### src/rtl/sub_pkg.sv
// Shared types and constants for the bit-serial subtractor.
package sub_pkg;

  localparam int unsigned DEF_WIDTH = 4;

  typedef enum logic [1:0] {
    IDLE = 2'd0,
    RUN  = 2'd1,
    DONE = 2'd2
  } state_t;

  // Bit counter must reach WIDTH without wrapping, hence the extra bit.
  function automatic int unsigned cnt_width(input int unsigned w);
    return int'($clog2(w)) + 1;
  endfunction

endpackage

### src/rtl/sub4_serial_if.sv
// Start/done handshake plus operand and result bus for sub4_serial.
interface sub4_serial_if
  import sub_pkg::*;
#(
  parameter int unsigned WIDTH = DEF_WIDTH
);

  logic             start;
  logic [WIDTH-1:0] ina;
  logic [WIDTH-1:0] inb;
  logic             bin;
  logic             busy;
  logic             done;
  logic [WIDTH-1:0] diff;
  logic             bout;

  modport master (
    output start, ina, inb, bin,
    input  busy, done, diff, bout
  );

  modport slave (
    input  start, ina, inb, bin,
    output busy, done, diff, bout
  );

endinterface

### src/rtl/full_sub1.sv
// Combinational 1-bit full subtractor: a - b - br -> d with borrow br_next.
module full_sub1 (
  input  logic a,
  input  logic b,
  input  logic br,
  output logic d,
  output logic br_next
);

  // Difference bit and borrow-out of a single cell
  assign d       = a ^ b ^ br;
  assign br_next = (~a & b) | (~(a ^ b) & br);

endmodule

### src/rtl/sub4_serial.sv
// Bit-serial subtractor: {bout, diff} = ina - inb - bin, LSB first, one bit per clock.
module sub4_serial
  import sub_pkg::*;
#(
  parameter int unsigned WIDTH = DEF_WIDTH
) (
  input  logic          clk,
  input  logic          rst,
  sub4_serial_if.slave  bus
);

  localparam int unsigned CW = cnt_width(WIDTH);

  state_t           state_q;
  state_t           state_d;
  logic [WIDTH-1:0] a_q;
  logic [WIDTH-1:0] b_q;
  logic [WIDTH-1:0] res_q;
  logic             br_q;
  logic [CW-1:0]    cnt_q;

  logic             d_c;
  logic             br_c;
  logic             last_c;
  logic             accept_c;

  // The single reused subtractor cell works on the current LSBs
  full_sub1 u_fs (
    .a       (a_q[0]),
    .b       (b_q[0]),
    .br      (br_q),
    .d       (d_c),
    .br_next (br_c)
  );

  assign last_c   = (cnt_q == CW'(WIDTH - 1));
  assign accept_c = (state_q == IDLE) && bus.start;

  // State register
  always_ff @(posedge clk) begin
    if (rst) begin
      state_q <= IDLE;
    end else begin
      state_q <= state_d;
    end
  end

  // Next-state logic; start is only looked at in IDLE
  always_comb begin
    state_d = state_q;
    unique case (state_q)
      IDLE:    if (bus.start) state_d = RUN;
      RUN:     if (last_c)    state_d = DONE;
      DONE:    state_d = IDLE;
      default: state_d = IDLE;
    endcase
  end

  // Handshake outputs follow the upcoming state so they align with it
  always_ff @(posedge clk) begin
    if (rst) begin
      bus.busy <= 1'b0;
      bus.done <= 1'b0;
    end else begin
      bus.busy <= (state_d == RUN);
      bus.done <= (state_d == DONE);
    end
  end

  // Operand shifters, borrow flop, counter and result assembly
  always_ff @(posedge clk) begin
    if (rst) begin
      a_q      <= '0;
      b_q      <= '0;
      br_q     <= 1'b0;
      cnt_q    <= '0;
      res_q    <= '0;
      bus.diff <= '0;
      bus.bout <= 1'b0;
    end else if (accept_c) begin
      a_q   <= bus.ina;
      b_q   <= bus.inb;
      br_q  <= bus.bin;
      cnt_q <= '0;
      res_q <= '0;
    end else if (state_q == RUN) begin
      a_q   <= a_q >> 1;
      b_q   <= b_q >> 1;
      br_q  <= br_c;
      cnt_q <= cnt_q + CW'(1);
      res_q <= {d_c, res_q[WIDTH-1:1]};
      // Last bit: publish the full result as the FSM enters DONE
      if (last_c) begin
        bus.diff <= {d_c, res_q[WIDTH-1:1]};
        bus.bout <= br_c;
      end
    end
  end

endmodule

### src/flat_wrapper.sv
// flat-port wrapper written by rule: the top's interface ports become plain ports
module sub4_serial_flat import sub_pkg::*;
#(
  parameter int unsigned WIDTH = DEF_WIDTH
)
  (clk, rst, bus_start, bus_ina, bus_inb, bus_bin, bus_busy, bus_done, bus_diff, bus_bout);
  sub4_serial_if #(.WIDTH(WIDTH)) bus_i ();
  input  logic clk;
  input  logic rst;
  input wire logic [$bits(bus_i.start)-1:0] bus_start;
  input wire logic [$bits(bus_i.ina)-1:0] bus_ina;
  input wire logic [$bits(bus_i.inb)-1:0] bus_inb;
  input wire logic [$bits(bus_i.bin)-1:0] bus_bin;
  output wire logic [$bits(bus_i.busy)-1:0] bus_busy;
  output wire logic [$bits(bus_i.done)-1:0] bus_done;
  output wire logic [$bits(bus_i.diff)-1:0] bus_diff;
  output wire logic [$bits(bus_i.bout)-1:0] bus_bout;
  assign bus_i.start = bus_start;
  assign bus_i.ina = bus_ina;
  assign bus_i.inb = bus_inb;
  assign bus_i.bin = bus_bin;
  assign bus_busy = bus_i.busy;
  assign bus_done = bus_i.done;
  assign bus_diff = bus_i.diff;
  assign bus_bout = bus_i.bout;
  sub4_serial #(.WIDTH(WIDTH)) u_core (.clk(clk), .rst(rst), .bus(bus_i));
endmodule
### config.mk
export PLATFORM = sky130hd
export DESIGN_NAME = sub4_serial_flat
export DESIGN_NICKNAME = d
export VERILOG_FILES = /design/src/rtl/sub_pkg.sv /design/src/rtl/sub4_serial_if.sv /design/src/rtl/full_sub1.sv /design/src/rtl/sub4_serial.sv /design/src/flat_wrapper.sv
export SDC_FILE = /design/constraint.sdc
export NUM_CORES = 1
export LEC_CHECK = 0
export CAP_MARGIN = 20
export CELL_PAD_IN_SITES_DETAIL_PLACEMENT = 0
export CELL_PAD_IN_SITES_GLOBAL_PLACEMENT = 1
export CORE_AREA = 8 8 80 54
export CTS_CLUSTER_DIAMETER = 40
export CTS_CLUSTER_SIZE = 8
export DETAILED_ROUTE_END_ITERATION = 12
export DIE_AREA = 0 0 88 62
export PLACE_DENSITY = 0.71
export SYNTH_ARGS = -nofsm -noshare
export SYNTH_HDL_FRONTEND = slang
export SYNTH_SLANG_ARGS = --single-unit
### constraint.sdc
create_clock -name clk -period 1.36 [get_ports clk]
set_clock_uncertainty 0.15 [all_clocks]
set_input_delay 0.272 -clock clk [delete_from_list [all_inputs] [get_ports clk]]
set_output_delay 0.272 -clock clk [all_outputs]
set_load 0.02 [all_outputs]
* Yosys cells after proc, flatten, opt, wreduce, memory -nomap -nowiden *
Cells that the tools add are included.

operators by class
  add/subtract/negate cells = 1
  equality and inequality tests = 4
  multiplexer cells = 9
  bitwise logic cells = 8
  reductions and logical operators = 5

operators with widths
  kind                                                 number
  2-to-1 mux 4 bit                                     4
  equality test 2 x 1 -> 1 bit, second input constant  2
  2-to-1 mux 2 bit                                     2
  one-hot mux 2 bit (2 select lines)                   1
  adder 3 x 1 -> 3 bit, second input constant          1
  equality test 3 x 2 -> 1 bit, second input constant  1
  inverter 1 bit                                       3
  AND reduction 3 bit                                  1
  AND 1 bit                                            2
  equality test 2 bit, second input constant           1
  zero test 2 bit                                      1
  2-to-1 mux 1 bit                                     2
  nonzero test 2 bit                                   1
  OR reduction 2 bit                                   1
  bitwise XOR 1 bit                                    2
  logical AND 1 bit                                    1
  bitwise OR 1 bit                                     1

word-level totals
  flip-flop bits (word level) = 25
  input port bits = 12
  output and inout bits = 7

* Depth between registers and ports, before layout *
  word-level depth = 6
  depth in mapped cells = 6
  gate-level depth less buffers = 5

* Modules after synthesis *
From an unflattened synthesis, not the netlist that was laid out.

second synthesis, totals
  cells, all modules = 101
  area total of the unflattened synthesis = 968.4 um^2

by module, submodules not included
  module       instances  cells an instance  area each (um^2)  sequential area each (um^2)
  sub4_serial  1          97                 937.1             480.5
  full_sub1    1          4                  31.3              0.0

* Least setup slack after synthesis *
No wires, ideal clock.

  kind = reg2reg
  start = reg u_core.cnt_q[0]
  end = reg u_core.bus.bout
  library setup time = 0.128 ns
  arrival = 1.177 ns
  data required time = 1.082 ns
  slack = -0.094 ns
  cell stages (with the launch flop) = 6
  buffers on the path = 0
  period minus slack after synthesis = 1.454 ns
  path through = dfxtp_1 ha_1 ha_1 nand3b_1 mux2i_1 nor2_1

on the way
  word-level cells in the longest chain between the ends = 2

ends and longest elaborated chain
  element                        RTL line              RTL
  from (decl)                    sub4_serial.sv:20     logic [CW-1:0] cnt_q;
  from (signal assigned)         sub4_serial.sv:90     cnt_q <= cnt_q + CW'(1);
  equality test 3 x 2 -> 1 bit   sub4_serial.sv:36     assign last_c = (cnt_q == CW'(WIDTH - 1));
  AND reduction 3 bit (no line)  n/a
  to (signal assigned)           sub4_serial.sv:95     bus.bout <= br_c;
  to (decl)                      sub4_serial_if.sv:24  output busy, done, diff, bout

No other way between the ends.
A chain may end at the register's enable or synchronous reset.

* Worst setup path in the final report *
  start = reg u_core.a_q[0]
  end = reg u_core.res_q[3]

on the way
  word-level cells in the longest chain between the ends = 2

ends and longest elaborated chain
  element                         RTL line           RTL
  from (decl)                     sub4_serial.sv:16  logic [WIDTH-1:0] a_q;
  from (signal assigned)          sub4_serial.sv:81  a_q <= bus.ina;
  from (signal assigned)          sub4_serial.sv:87  a_q <= a_q >> 1;
  bitwise XOR 1 bit (2 in a row)  full_sub1.sv:11    assign d = a ^ b ^ br;
  to (signal assigned)            sub4_serial.sv:91  res_q <= {d_c, res_q[WIDTH-1:1]};
  to (decl)                       sub4_serial.sv:18  logic [WIDTH-1:0] res_q;

No other way between the ends.

==> run metrics <==
peak supply drop 0.000456 V; slew of the pin with the lowest slew margin 0.256 ns; most frequent cell after synthesis dfxtp_1; Main synth FF type dfxtp_1; Worst Path Buf+Inv 1; CTS root buffer clkbuf_8; initial antenna violation count 0; Post-synth EDFFs 0; share of layout cells above drive strength 1 0.425; global route overflow 0; final setup TNS -0.0395 ns; slowest CP cell fa_2; core area 0.00310 mm2; number of distinct library cells after synthesis 24; max_cap viols 0; crit-path max cell delay 0.60 ns; nets 143; worst reg2reg path depth 4; FF-to-FF Start u_core.a_q[0]$_SDFFE_PP0P_; largest net degree at the start of global routing 22; top cells by area, synth dfxtp_1 (48%), o221a_2 (7.9%), nor2_1 (5.2%), a21oi_1 (4.5%), a22oi_1 (3.7%); I/O Buffers 18; Vert. Die Dim 62 um; final instance area 0.00142 mm2; Final ANT Viol Nets 0; worst hold path type flip-flop to flip-flop; Fmax 0.715 GHz; standard-cell rows 16; Worst path depth 4; Finish-stage setup viols 1; WP data required 1.38 ns; # DRC 0; CTS sink count 24; kind of critical path flip-flop to flip-flop; # diodes 0; Final Cycle Share 1.03; Crit path arrival time 1.42 ns; final period demand of the worst path 1.40 ns; worst-path maximum fanout 2; Clock transition at path regs 0.08 ns; Final Hold Viols 0; Clk Latency, worst-skew pair 0.26 ns; total CTS buffers 3; CP Capture Point u_core.res_q[3]$_SDFFE_PP0N_; gr usage total 0.0794; CTS tree built; Pwr Total 1.47 mW; via count 791; Max clock buf depth 2; Yosys reg bits 24; wire length per cell 12.6 um; initial drt markers 53; share of Yosys cell area claimed by the top area cell type 0.479; register area share after synthesis 0.479; Avg Inst Size Synth 10.0 um2; DR pass1 iterations 4; Ports 19; worst slack at placement -0.442 ns; placed inst area 0.00131 mm2; startpoint type of the worst setup path flip-flop; fillcell total 304; total wire length 2160 um; terminus of the critical flop-to-flop path u_core.res_q[3]$_SDFFE_PP0N_; Die W 88 um; final core area utilization 0.459; Synth async-reset ratio 0; Power Density 1030 mW/mm2; Via density 4.60; Synth Instances 100; Yosys warnings 0; vias in the first global route 700; RePlAce Congestion 0.756; failing checks setup timing; Post-Syn Area 0.00100 mm2; Static Leak 0.555 nW; DP HPWL 1590 um; die area 0.00546 mm2; cell taking the most area after synthesis dfxtp_1; first-pass GRT wire length 3280 um; Syn-to-layout area delta 42.1%; CP cell instances inv_2 -> fa_2 -> a2bb2oi_2 -> nor2_1; setup ws final -0.0395 ns; RSZ-0062 raised after global routing true; H-tree levels 1; Slew Viols, Final 0; Critical Path Sink Type flip-flop; CP top delay family adder cells; Worst R2R Setup Slack -0.04 ns; critical path launch point u_core.a_q[0]$_SDFFE_PP0P_; Mapped Nets 115; status complete, but fails checks; Starting Density 0.323; max_slew headroom 0.829; most instantiated cells after synthesis dfxtp_1 (24), nor2_1 (14), inv_1 (10)
## state kept, by name, summed over array words and instances, names as in the netlist, 2 cells and up
name	count
u_core.cnt_q	3
u_core.bus.diff	4
u_core.b_q	4
u_core.state_q	2
u_core.res_q	3
u_core.a_q	4
## worst reg2reg max path, delay by kind of cell, from the launching register on
family          cells  cell delay, ns
compound gates      1            0.13
fa+ha+maj           1            0.60
buf+inv             1            0.04
flops               1            0.34
simple gates        1            0.05
## cell type report
cell class,instances,area (um2),area share
multi-input cells,60,505,0.355
flip-flops and latches,24,489,0.344
repair buffers,29,280,0.197
well taps,45,56.3,0.0395
clock buffers,4,55.1,0.0387
inverters,10,37.5,0.0264
## timing repair
item,CTS,global route
buffers inserted,1,0
resized for setup,19,25
pin swaps,2,13
endpoints found under the setup margin,18,16
endpoints found under the hold margin,0,0
hold buffers,0,0
## placed cells by master (no fill, tap or decap)
cell / n
nand3_1: 3
a22oi_1: 5
nor2b_4: 1
a21oi_2: 5
nor2_2: 1
a21oi_1: 6
nor3b_1: 1
nor2_1: 12
buf_4: 7
buf_12: 3
dfxtp_1: 17
clkdlybuf4s15_1: 1
o21bai_2: 1
a2bb2oi_1: 1
dlygate4sd2_1: 1
inv_2: 1
nor2_4: 1
dfxtp_2: 7
inv_1: 9
clkbuf_8: 4
nor3_1: 2
clkdlybuf4s50_1: 10
nand2_4: 2
or2b_1: 1
o221a_2: 7
a2bb2oi_2: 1
a311oi_2: 1
ha_4: 2
mux2i_1: 2
nand3b_1: 1
clkbuf_2: 5
fa_2: 1
nand2_2: 2
mux2i_2: 1
dlymetal6s2s_1: 1
buf_6: 1
## worst min path at each step
stage                                          startpoint                               to  slack, ns  cells after the start
after floorplan                                bus_ina[3]       u_core.a_q[3]$_SDFFE_PP0P_       0.27                      2
after global placement    u_core.bus.diff[1]$_SDFFE_PP0P_  u_core.bus.diff[1]$_SDFFE_PP0P_       0.30                      2
after detailed placement  u_core.bus.diff[0]$_SDFFE_PP0P_  u_core.bus.diff[0]$_SDFFE_PP0P_       0.30                      2
after CTS                 u_core.bus.diff[1]$_SDFFE_PP0P_  u_core.bus.diff[1]$_SDFFE_PP0P_       0.31                      2
after global routing      u_core.bus.diff[1]$_SDFFE_PP0P_  u_core.bus.diff[1]$_SDFFE_PP0P_       0.34                      2
final                     u_core.bus.diff[1]$_SDFFE_PP0P_  u_core.bus.diff[1]$_SDFFE_PP0P_       0.32                      2
## per-layer routing
layer	up-vias	wire length (um)	GRT usage
met4	0	0	0.0146
met5	-	0	0
li1	405	-	-
met3	0	118	0.0354
met2	15	941	0.114
met1	371	1100	0.107
## logic make-up after synthesis
group           after synthesis  share of synthesized area
fa+ha+maj                     3                     0.0449
mux                           3                     0.0300
compound gates               27                      0.222
simple gates                 27                      0.129
buf+inv                      16                     0.0949
flops                        24                      0.479
## stage by stage
| step | hold WS (ns) | instances |
|---|---|---|
| 3_5_place_dp | 0.297 | 167 |
| 6_report | 0.316 | 172 |
| 4_1_cts | 0.308 | 172 |
| 3_3_place_gp | 0.295 | 167 |
| 5_1_grt | 0.340 | 172 |
| 2_1_floorplan | 0.270 | 100 |
## where the power goes
group	internal, mW	total, mW	switching, mW
combinational	0.132	0.228	0.0961
sequential	0.738	0.764	0.0264
clock	0.258	0.477	0.219
No activity file was read; power rests on OpenSTA's default activity.
